## src/rtl/ysyx_23060061_ifu.sv

```systemverilog
// rtl/ysyx_23060061_ifu.sv - instruction fetch unit: one-at-a-time imem fetch feeding decode over valid/ready
module ysyx_23060061_ifu #(
  parameter logic [31:0] RESET_PC = 32'h8000_0000
) (
  input  logic        clk,
  input  logic        rst,
  output logic        imem_req_valid,
  input  logic        imem_req_ready,
  output logic [31:0] imem_addr,
  input  logic        imem_rsp_valid,
  input  logic [31:0] imem_rsp_data,
  input  logic        imem_rsp_err,
  output logic        ifu_valid,
  input  logic        idu_ready,
  output logic [31:0] inst,
  output logic [31:0] pc,
  input  logic [31:0] dnpc,
  output logic        fetch_err,
  output logic [31:0] fetch_cnt
);

  localparam logic [31:0] NOP = 32'h0000_0013;

  typedef enum logic [1:0] {
    S_REQ,
    S_RSP,
    S_VAL
  } state_t;

  state_t state;
  state_t nextState;
  logic   rspFire;
  logic   idFire;

  always_ff @(posedge clk or negedge rst) begin
    if (!rst) begin
      state <= S_REQ;
    end else begin
      state <= nextState;
    end
  end

  // Handshake strobes depend only on registered state, so a response seen
  // outside S_RSP (e.g. left over from before a reset) is simply dropped.
  always_comb begin
    nextState      = state;
    imem_req_valid = 1'b0;
    ifu_valid      = 1'b0;
    rspFire        = 1'b0;
    idFire         = 1'b0;
    case (state)
      S_REQ: begin
        imem_req_valid = rst;
        if (imem_req_ready) nextState = S_RSP;
      end
      S_RSP: begin
        rspFire = imem_rsp_valid;
        if (imem_rsp_valid) nextState = S_VAL;
      end
      S_VAL: begin
        ifu_valid = 1'b1;
        idFire    = idu_ready;
        if (idu_ready) nextState = S_REQ;
      end
      default: nextState = S_REQ;
    endcase
  end

  assign imem_addr = pc;

  always_ff @(posedge clk or negedge rst) begin
    if (!rst) begin
      pc        <= RESET_PC;
      inst      <= NOP;
      fetch_err <= 1'b0;
      fetch_cnt <= 32'd0;
    end else begin
      if (rspFire) begin
        inst <= imem_rsp_err ? NOP : imem_rsp_data;
        if (imem_rsp_err) fetch_err <= 1'b1;
      end
      if (idFire) begin
        // A misaligned target is forced to word alignment and flagged, not trapped.
        pc        <= {dnpc[31:2], 2'b00};
        fetch_cnt <= fetch_cnt + 32'd1;
        if (dnpc[1:0] != 2'b00) fetch_err <= 1'b1;
      end
    end
  end

endmodule

```

## config.mk

```make
export PLATFORM = sky130hd
export DESIGN_NAME = ysyx_23060061_ifu
export DESIGN_NICKNAME = d
export VERILOG_FILES = /design/src/rtl/ysyx_23060061_ifu.sv
export SDC_FILE = /design/constraint.sdc
export NUM_CORES = 1
export LEC_CHECK = 0
export CORE_UTILIZATION = 23
export CTS_CLUSTER_DIAMETER = 60
export DETAILED_ROUTE_END_ITERATION = 7
export DONT_BUFFER_PORTS = 1
export GPL_TIMING_DRIVEN = 0
export SYNTH_ARGS = -nofsm -noshare
export SYNTH_HDL_FRONTEND = slang
export SYNTH_SLANG_ARGS = --single-unit
```

## constraint.sdc

```tcl
create_clock -name clk -period 1.7 [get_ports clk]
set_input_delay 0.34 -clock clk [delete_from_list [all_inputs] [get_ports clk]]
set_output_delay 0.34 -clock clk [all_outputs]
set_load 0.02 [all_outputs]
```

==> metrics.yaml <==
antenna_found_initial: 0
finalWirelength_um: 10100
cts_tree: "done"
crit_chain: "nand4b_4 -> nor4_4 -> buf_4 -> nand4_1 -> xnor2_1"
drt_first_pass_iters: 6
slew_violations: 0
violations: "DRC, hold timing"
synthTopCellsByArea: "dfrtp_1 (54%), mux2_2 (8.1%), buf_4 (5.9%), nand2b_1 (4.4%), xnor2_1 (4.1%)"
rsz0062_at_grt: "yes"
critPathKind: "register to register"
p_per_area_nw_per_um2: 1730
final_core_util: 0.284
r2r_cells: 5
die_h_um: 139
num_io_pins: 201
status: "finished, violations left"
post_route_cells_drive_above_1_share: 0.346
critPathMaxStageDelay_ns: 0.46
layout.nets: 473
post-route-min-period_ns: 1.66
hold_viol: 97
areaGrowthSynthToFinish_pct: 19.6
peakVddDrop_mv: 0.615
synth_top_area_share: 0.541
critical_path.slowest_cell: "dfrtp_2"
synth_top_area_cell: "dfrtp_1"
num_rows: 49
synth_area_um2: 4300
grt_pass1_wl_um: 15800
viasPerCell: 4.38
maxCapViolCount: 0
yosys-top-cells-count: "dfrtp_1 (93), nand2_1 (43), buf_4 (34), o21ai_0 (34), mux2_2 (31)"
ant_nets: 0
ys_seq_area_frac: 0.565
final-setup-viol-count: 0
grt_max_degree: 99
wl_per_cell_um: 15.9
initial_core_util: 0.237
die_w_um: 139
finalCritPeriodShare: 0.976
crit_path_start_kind: "register"
core_area_um2: 18100
reg2reg_from: "state[0]"
drc: 20
crit_fanout: 7
antenna_cells: 0
drt_iter0_markers: 95
n_fill_cell: 1847
ys_types: 34
clock_skew_ns: 0.00959
yosysWarnings: 0
dpl.hpwl_um: 7500
whs_ns: -0.314
cts_buffers: 9
synthCells: 377
r2r-end: "fetch_cnt[11]"
fin_area_um2: 5150
place_area_um2: 4600
finalWeightedCongestion: 0.773
yosys_most_used_dff: "dfrtp_1"
synth_edf_count: 0
ys_ff_latch: 97
cts_buffer_depth: 2
route.vias.total: 2783
clk_latency_ns: 0.34
cp.required_ns: 1.91
dieArea_um2: 19300
crit_arrival_ns: 1.86
path_clk_slew_ns: 0.07
h-tree-depth: 3
total_power_uw: 8910
clock.fmax_mhz: 603
synth_most_common_cell: "dfrtp_1"
syn_avg_cell_area_um2: 11.4
p_leak_uw: 0.00229
clock-sinks: 97
track_usage: 0.106
hp-class: "input pin to async pin"
reg2reg_slack_ns: 0.04
grt_overflow_total: 0
cp-end-kind: "register"
cts-root-buf: "clkbuf_16"
grt_pass1_vias: 2872
synthArstFlopShare: 1.00
io_buffers: 0
## through the flow
stage	setup slack [ns]	setup TNS, ns	cells
finish	0.0412	0	636
global route	-0.0582	-0.264	636
CTS	0.0247	0	632
detailed placement	-0.575	-22.36	609
global placement	-0.550	-20.86	609
floorplan	0.00801	0	380
## kinds of logic after synthesis
group,after synthesis,share of synthesized area
buf+inv,52,0.0759
fa+ha+maj,1,0.00291
xor+xnor,31,0.0631
flops,97,0.565
other cells,1,0.000871
simple gates,128,0.168
mux,32,0.0834
compound gates,35,0.0407
## cell usage in the layout (no fill, tap or decap), drive strengths merged, types with 5 or more instances in the layout
cell / instances
and3: 5
buf: 47
o21ai: 34
nand2: 43
inv: 8
dfrtp: 93
clkbuf: 20
nand4: 13
nor3: 5
mux2: 31
nand3: 7
nor2: 9
xor2: 11
xnor2: 20
nand2b: 30
## flip-flops by register name, summed over array words and instances (netlist names)
register and flops:
fetch_cnt 32, imem_addr 30, fetch_err 1, inst 32
state 2
## cell type report
cell class                      count  area, um^2  share of cell area
Clock buffer                       10         239              0.0464
Inverter                            5        18.8             0.00365
Timing Repair Buffer               11        86.3              0.0168
Sequential cell                    97        2460               0.477
Tap cell                          229         287              0.0557
Clock inverter                      6        97.6              0.0190
Buffer                             46         313              0.0608
Multi-Input combinational cell    232        1650               0.320
## worst max-delay path, delay by kind of cell, from the launching register on
kind                      cells  cell delay [ns]
xor gates and xnor gates      1             0.16
and+or+nand+nor               3             0.70
DFF                           1             0.46
buffers and inverters         1             0.21
## worst max path at each step
| stage | from | endpoint | slack [ns] | cells after the start |
|---|---|---|---|---|
| 5_1_grt | state[0] | fetch_cnt[11] | -0.06 | 5 |
| 3_3_place_gp | state[1] | imem_addr[26] | -0.55 | 4 |
| 6_report | state[0] | fetch_cnt[11] | 0.04 | 5 |
| 2_1_floorplan | state[1] | imem_addr[10] | 0.008 | 4 |
| 4_1_cts | state[1] | imem_addr[15] | 0.02 | 4 |
| 3_5_place_dp | state[1] | imem_addr[30] | -0.57 | 4 |
## power by group
group / switching (uW) / internal [uW]
sequential: 1590 / 3070
combinational: 1040 / 951
clock: 905 / 1350
total: 3540 / 5370
## layer usage
layer,vias to the layer above,routed length [um],track usage
li1,1275,-,-
met1,1350,4140,0.124
met2,149,4890,0.179
met3,9,899,0.0397
met4,0,165,0.0327
met5,-,0,0
## timing repair
item                                   4_1_cts  5_1_grt
endpoints found under the hold margin       97       97
gates resized for setup                     28       17
setup buffers                                7        4
pin swaps                                    5        2
cloned                                       0        1
setup endpoints to repair                   70       54
Note: power is estimated with default switching activity, not from simulation.
